[config.mk]
export PLATFORM = sky130hd
export DESIGN_NAME = imem_loader
export DESIGN_NICKNAME = d
export VERILOG_FILES = /design/src/rtl/imem_loader.sv
export SDC_FILE = /design/constraint.sdc
export NUM_CORES = 2
export LEC_CHECK = 0
export ABC_CLOCK_PERIOD_IN_PS = 7900
export CORE_MARGIN = 3
export CORE_UTILIZATION = 30
export CTS_CLUSTER_DIAMETER = 30
export DETAILED_ROUTE_END_ITERATION = 6
export GPL_TIMING_DRIVEN = 0
export PLACE_DENSITY = 0.43
export SYNTH_ARGS = -nofsm -noshare
export SYNTH_HDL_FRONTEND = slang
export SYNTH_SLANG_ARGS = --single-unit
export TNS_END_PERCENT = 50
[constraint.sdc]
create_clock -name clk -period 7.9 [get_ports clk]
set_input_delay 1.58 -clock clk [delete_from_list [all_inputs] [get_ports clk]]
set_output_delay 1.58 -clock clk [all_outputs]
set_load 0.05 [all_outputs]
[src/rtl/imem_loader.sv]
`default_nettype none
// ============================================================================
//  Module      : imem_loader
//  Description : Instruction memory loader. Accepts a stream of addressed
//                32-bit instruction words into a DEPTH-word RAM, tracks how
//                many words were accepted, flags stream errors, and holds the
//                CPU in reset until the upstream stream reports completion.
//                The CPU fetches through a registered, read-first port.
//                Optional feature macro: CHECKSUM_EN adds a 32-bit running
//                sum of accepted words on the checksum output.
//  Revision    : 1.0 - initial release
// ============================================================================
module imem_loader #(
    parameter int DEPTH  = 64,
    parameter int ADDR_W = 6      // DEPTH must equal 2**ADDR_W
) (
    input  logic                clk,
    input  logic                rst,
    input  logic                in_valid,
    input  logic [31:0]         in_data,
    input  logic [31:0]         in_addr,
    input  logic                in_done,
    input  logic [ADDR_W-1:0]   fetch_addr,
    output logic [31:0]         fetch_data,
    output logic                cpu_rst,
    output logic [ADDR_W:0]     load_count,
    output logic                load_error
`ifdef CHECKSUM_EN
    ,
    output logic [31:0]         checksum
`endif
);

    // ------------------------------------------------------------------------
    // Constants
    // ------------------------------------------------------------------------
    localparam int                c_cnt_w     = ADDR_W + 1;
    localparam logic [c_cnt_w-1:0] c_depth_cnt = c_cnt_w'(DEPTH);
    localparam logic [31:0]       c_depth_32  = 32'(DEPTH);

    // ------------------------------------------------------------------------
    // State encoding: RUN is terminal until rst
    // ------------------------------------------------------------------------
    typedef enum logic [1:0] {
        S_IDLE    = 2'd0,
        S_LOADING = 2'd1,
        S_RUN     = 2'd2
    } state_t;

    state_t               r_state;
    state_t               w_state_next;

    // ------------------------------------------------------------------------
    // Storage and registered outputs
    // ------------------------------------------------------------------------
    logic [31:0]          r_mem [DEPTH];
    logic [31:0]          r_fetch_data;
    logic [c_cnt_w-1:0]   r_load_count;
    logic                 r_load_error;

    // ------------------------------------------------------------------------
    // Combinational decode
    // ------------------------------------------------------------------------
    logic                 w_wr_cycle;    // a word is presented while loading is open
    logic                 w_addr_ok;     // presented address falls inside the RAM
    logic                 w_accept;      // word is written this edge
    logic                 w_drop;        // word discarded, out-of-range address
    logic                 w_nonseq;      // accepted word out of sequence
    logic [c_cnt_w-1:0]   w_count_next;
    logic                 w_enter_run;
    logic                 w_empty_run;   // entering RUN without any loaded word
    logic                 w_error_next;

    // Next-state selection for the load sequencer
    always_comb begin
        w_state_next = r_state;
        case (r_state)
            S_IDLE: begin
                if (in_done) begin
                    w_state_next = S_RUN;
                end else if (in_valid) begin
                    w_state_next = S_LOADING;
                end
            end
            S_LOADING: begin
                if (in_done) begin
                    w_state_next = S_RUN;
                end
            end
            S_RUN: begin
                w_state_next = S_RUN;
            end
            default: begin
                w_state_next = S_IDLE;
            end
        endcase
    end

    // Accept/error decode; the word seen alongside the first in_done is still accepted
    always_comb begin
        w_wr_cycle   = in_valid && (r_state != S_RUN);
        w_addr_ok    = (in_addr < c_depth_32);
        w_accept     = w_wr_cycle && w_addr_ok;
        w_drop       = w_wr_cycle && !w_addr_ok;
        w_nonseq     = w_accept && (in_addr != 32'(r_load_count));
        w_count_next = r_load_count;
        if (w_accept && (r_load_count != c_depth_cnt)) begin
            w_count_next = r_load_count + 1'b1;
        end
        // Empty check uses the post-accept count so a lone word arriving with
        // in_done does not count as an empty image.
        w_enter_run  = (r_state != S_RUN) && (w_state_next == S_RUN);
        w_empty_run  = w_enter_run && (w_count_next == '0);
        w_error_next = r_load_error | w_drop | w_nonseq | w_empty_run;
    end

    // State register
    always_ff @(posedge clk) begin
        if (rst) begin
            r_state <= S_IDLE;
        end else begin
            r_state <= w_state_next;
        end
    end

    // Load counter and sticky error flag
    always_ff @(posedge clk) begin
        if (rst) begin
            r_load_count <= '0;
            r_load_error <= 1'b0;
        end else begin
            r_load_count <= w_count_next;
            r_load_error <= w_error_next;
        end
    end

    // Instruction RAM write port; contents deliberately survive rst
    always_ff @(posedge clk) begin
        if (w_accept) begin
            r_mem[in_addr[ADDR_W-1:0]] <= in_data;
        end
    end

    // Registered fetch port; non-blocking read gives old data on a same-address write
    always_ff @(posedge clk) begin
        if (rst) begin
            r_fetch_data <= '0;
        end else begin
            r_fetch_data <= r_mem[fetch_addr];
        end
    end

`ifdef CHECKSUM_EN
    logic [31:0] r_checksum;

    // Running modulo-2^32 sum of accepted words; no accepts occur in RUN so it freezes there
    always_ff @(posedge clk) begin
        if (rst) begin
            r_checksum <= '0;
        end else if (w_accept) begin
            r_checksum <= r_checksum + in_data;
        end
    end

    assign checksum = r_checksum;
`endif

    // ------------------------------------------------------------------------
    // Outputs; CPU leaves reset on the first cycle the state register is RUN
    // ------------------------------------------------------------------------
    assign cpu_rst    = (r_state != S_RUN);
    assign fetch_data = r_fetch_data;
    assign load_count = r_load_count;
    assign load_error = r_load_error;

endmodule
`default_nettype wire

After elaboration in Yosys (flattened, before gate mapping)
Memory sizes are Yosys's and may differ from the RTL's. A register that Yosys moved wholly into a read port is not among the register bits.
Cells that the tools add are included.
- flip-flop bits (word level): 10
- bits in writable memories: 2048
- input port bits: 74
- output and inout bits: 41
- word-level logic and storage cells: 32
- memories: 1
- $add $sub $neg: 1
- order comparisons: 1
- eq/ne operators: 6
- muxes and demuxes: 7
- bitwise operators: 3
- reduce and logical (&&, ||, !) cells: 10
- memory list (name ; depth ; bits a word ; read ports ; clocked after memory_dff ; write ports ; line ; text):
    r_mem ; 64 ; 32 ; 1 ; 1 ; 1 ; 56 ; logic [31:0] r_mem [DEPTH];
- operators by type and width (operator ; count):
    less-than comparator 32 x 7 -> 1 bit (second input constant) ; 1
    != test 32 x 7 -> 1 bit ; 1
    adder 7 x 1 -> 7 bit (second input constant) ; 1
    logical AND 1 bit ; 7
    logical NOT 7 bit ; 1
    two-way mux 7 bit ; 1
    != test 7 bit (second input constant) ; 1
    two-way mux 2 bit ; 3
    one-hot mux 2 bit (3 select lines) ; 1
    equality test 2 bit (second input constant) ; 2
    bitwise OR 1 bit ; 3
    equality test 2 x 1 -> 1 bit (second input constant) ; 1
    logical NOT 2 bit ; 1
    two-way mux 1 bit ; 2
    != test 2 bit (second input constant) ; 1
    logical NOT 1 bit ; 1

Depth between registers and ports, before layout
- depth after elaboration: 8
- mapped depth: 10
- mapped depth without buffers: 7

Least setup slack after synthesis
OpenSTA, ideal clock, no wires.
- path kind: input -> register
- start: input in_addr[25]
- end: memory r_mem[61][0], enable pin
- library setup time: 421 ps
- data arrival time: 4258 ps
- required time: 7479 ps
- path slack: 3220 ps
- stages on the path: 5
- path buffers: 0
- cell sequence: nor4_1 -> nand4_1 -> nor3_2 -> nand4b_1 -> nor2_1
- longest elaborated chain between the ends: 4
- RTL lines (item ; line ; text):
    from (decl) ; 21 ; input logic [31:0] in_addr,
    less-than comparator 32 x 7 -> 1 bit ; 102 ; w_addr_ok = (in_addr < c_depth_32);
    logical AND 1 bit ; 103 ; w_accept = w_wr_cycle && w_addr_ok;
    two-way mux 1 bit ; 139 ; if (w_accept) begin
    two-way mux 1 bit (implied by the code) ; 140 ; r_mem[in_addr[ADDR_W-1:0]] <= in_data;
    to (decl) ; 56 ;
No other way between the ends.

Worst setup path in the final report
- start: input in_addr[28]
- end: memory r_mem[53][30], enable pin
The elaborated chain is that of the path after synthesis.

==> out/results.txt <==
DR WL/cell -> 35.30 µm
row count -> 188
DRC viols -> 0
reg2reg end -> r_mem[53][30]$_DFFE_PP_
worst path arrival time -> 5.75 ns
Synth Net Count -> 3,400
relative max-transition margin -> 0.03990
post-layout min period -> 5.189 ns
EDFF count, synth -> 2,048
Overflow after GRT -> 0
Chip Height -> 521.1 µm
initial DRC count -> 5,251
Avg Cell Area, Syn -> 23.94 µm²
core area -> 0.2632 mm²
ys flop type -> edfxtp_1
I/O Pins -> 115
register area -> 0.06234 mm²
antenna violations before repair -> 19
post-CTS sizing -> 0
final non-filler cell area -> 0.1049 mm²
die span in x -> 521.1 µm
die area -> 0.2715 mm²
CP endpoint kind -> flip-flop
Setup WS pre-CTS -> 1.834 ns
top post-synthesis cells by count -> edfxtp_1, mux4_2, nor2_1
Sinks on Clock Net -> 2,090
Worst Skew -> 0.1311 ns
H-tree depth -> 5
post-synthesis cell count -> 3,324
worst setup margin -> 2.711 ns
Num CTS Buffers -> 465
share of the synthesized area in the top cell type -> 0.7727
r2r setup slk -> 3.88 ns
Reg2Reg Launch Point -> r_state[0]$_SDFF_PP0_
Port-buffer cells -> 104
Fill cells -> 23,270
crit path kind -> input pin to flip-flop
Synth area leader -> edfxtp_1
RSZ-0062 raised after global routing -> no
Worst EP required -> 8.46 ns
Synth area leaders -> edfxtp_1, mux4_2, dfxtp_1, mux2i_1, nor2_1
CTS clock-pin slew for the worst setup and hold paths -> 0.05 ns
Yosys cell types -> 53
Cell Area, Synth -> 0.07959 mm²
clock buffer depth -> 4
via count -> 41,350
Crit Path Max Fanout -> 13
Yosys warnings -> 0
CTS tree -> done
Hold WC Path Type -> flip-flop to flip-flop
count leader, synth -> edfxtp_1
power density over the cells -> 317.3 mW/mm²
post-route ant nets -> 0
Setup-failing EPs final -> 0
largest net degree at the start of global routing -> 65
critical path endpoint -> r_mem[53][30]$_DFFE_PP_
Leak -> 33.66 nW
first-pass GRT wire length -> 377,400 µm
Setup crit start -> in_addr[28]
fin. max-slew vios -> 0
Worst-Skew Late Latency -> 0.95 ns
Post-DP Area -> 0.08864 mm²
initial core utilization -> 0.3024
Detail Placement HPWL -> 187,900 µm
detailed-route wire length -> 281,400 µm
maxcap violations -> 0
Final period util -> 0.6568
outcome -> finished clean
crit start category -> input pin
DRT Pass-1 Iters -> 6
hold_buf cts -> 0
sequential-to-total area share from yosys stat -> 0.7833
highest clock rate -> 192.7 MHz
root buf cell -> clkbuf_16
total track usage -> 0.2047
vias in the first global route -> 41,860
Layout area overhead -> 31.82%
GP Congestion -> 0.7586
share of cells above drive strength 1 -> 0.3865
Max VDD drop -> 283.4 µV
Async S/R FF share, synth -> 0
final-report hold violation count -> 0
Vias/cell -> 5.186
slew of the pin with the lowest slew margin -> 1.440 ns
final core occ -> 0.3986
Worst Reg-to-Reg Cells -> 7
Multi-input gate area -> 0.01681 mm²
Post-CTS Setup Inserts -> 0
Net count, final -> 4,127
Yosys reg bits -> 2,090
[power breakdown]
part / total, mW / internal [mW] / switching (mW) / leakage [nW]
clock: 19.8 / 13.5 / 6.29 / 7.76
combinational: 1.28 / 0.453 / 0.823 / 7.15
sequential: 12.2 / 12.2 / 0.00537 / 18.7
[worst min-delay path by stage]
stage | start | to | slack (ns) | cells after the start
global placement | r_state[1]$_SDFF_PP0_ | r_state[0]$_SDFF_PP0_ | 0.46 | 1
detailed placement | r_state[1]$_SDFF_PP0_ | r_state[0]$_SDFF_PP0_ | 0.47 | 1
CTS | r_state[1]$_SDFF_PP0_ | r_state[0]$_SDFF_PP0_ | 0.48 | 1
finish | r_state[1]$_SDFF_PP0_ | r_state[0]$_SDFF_PP0_ | 0.49 | 1
global route | r_state[1]$_SDFF_PP0_ | r_state[0]$_SDFF_PP0_ | 0.50 | 1
floorplan | r_state[1]$_SDFF_PP0_ | r_state[0]$_SDFF_PP0_ | 0.44 | 1
[cell type report]
cell class                 count  area share
sequential                  2090      0.5942
multi-input combinational   1058      0.1602
clock buffer                 532      0.1148
tap                         3515     0.04192
clock inverter               339     0.04022
timing repair buffer         260     0.03962
buffer                       171    0.008742
inverter                       5   0.0001789
antenna                        4  0.00009541
[kinds of logic (layout without fill, tap and decap cells)]
| kind of cell | Yosys count | after routing | share of synthesized area |
|---|---|---|---|
| flops | 2090 | 2090 | 0.7833 |
| buf+inv | 176 | 1307 | 0.01165 |
| mux | 679 | 679 | 0.1779 |
| simple gates | 231 | 231 | 0.01376 |
| fa+ha+maj | 2 | 2 | 0.0003144 |
| other cells | 0 | 4 | 0 |
| compound gates | 136 | 136 | 0.01193 |
| xor+xnor | 10 | 10 | 0.001101 |
[layout by cell type (no fill, tap or decap), types with 9 or more instances in the layout]
| master | count |
|---|---|
| edfxtp_1 | 2048 |
| mux4_2 | 586 |
| clkbuf_16 | 470 |
| buf_12 | 129 |
| clkbuf_1 | 104 |
| buf_2 | 84 |
| bufinv_16 | 80 |
| clkinv_2 | 75 |
| clkdlybuf4s50_1 | 72 |
| clkinv_1 | 69 |
| mux2i_1 | 67 |
| nor2_4 | 64 |
| clkinvlp_4 | 59 |
| nand2_1 | 48 |
| dfxtp_1 | 42 |
| buf_4 | 41 |
| a22oi_1 | 33 |
| nor2_1 | 30 |
| mux2_2 | 26 |
| o22ai_1 | 24 |
| clkinv_4 | 23 |
| buf_16 | 23 |
| buf_1 | 20 |
| a21oi_1 | 19 |
| nand3_1 | 18 |
| nor2b_1 | 14 |
| a211oi_1 | 14 |
| inv_6 | 13 |
| o21ai_0 | 12 |
| nor4_1 | 10 |
| buf_6 | 10 |
| nand3b_1 | 9 |
| a221o_1 | 9 |
| xnor2_1 | 9 |
[metrics by stage]
stage          hold slack, ns  total power, mW  setup TNS, ns  instances
2_1_floorplan          0.4368            13.05              0       3324
3_3_place_gp           0.4629            13.70       -2338.49       6943
3_5_place_dp           0.4747            13.71              0       7099
4_1_cts                0.4805            33.55              0       7970
5_1_grt                0.5037            34.18              0       7971
6_report               0.4861            33.28              0       7974
[routing by layer]
layer  track usage  wire length, µm
met5             0               27
met3       0.03700            18980
met1        0.3003           126300
met2        0.3178           130500
met4       0.04534             5579
[registers in the layout, summed over array words and instances, names as in the netlist]
| name | count |
|---|---|
| load_error | 1 |
| fetch_data | 32 |
| r_state | 2 |
| load_count | 7 |
| r_mem | 2048 |
[critical path, cell delays in order]
cell	delay (ns)
clkdlybuf4s50_1	0.40
nor4_1	0.29
nand4_1	0.35
nor3_2	0.68
nand4b_1	0.97
nor2_4	0.93
buf_12	0.27
buf_12	0.21
No activity file was read; power rests on OpenSTA's default activity.
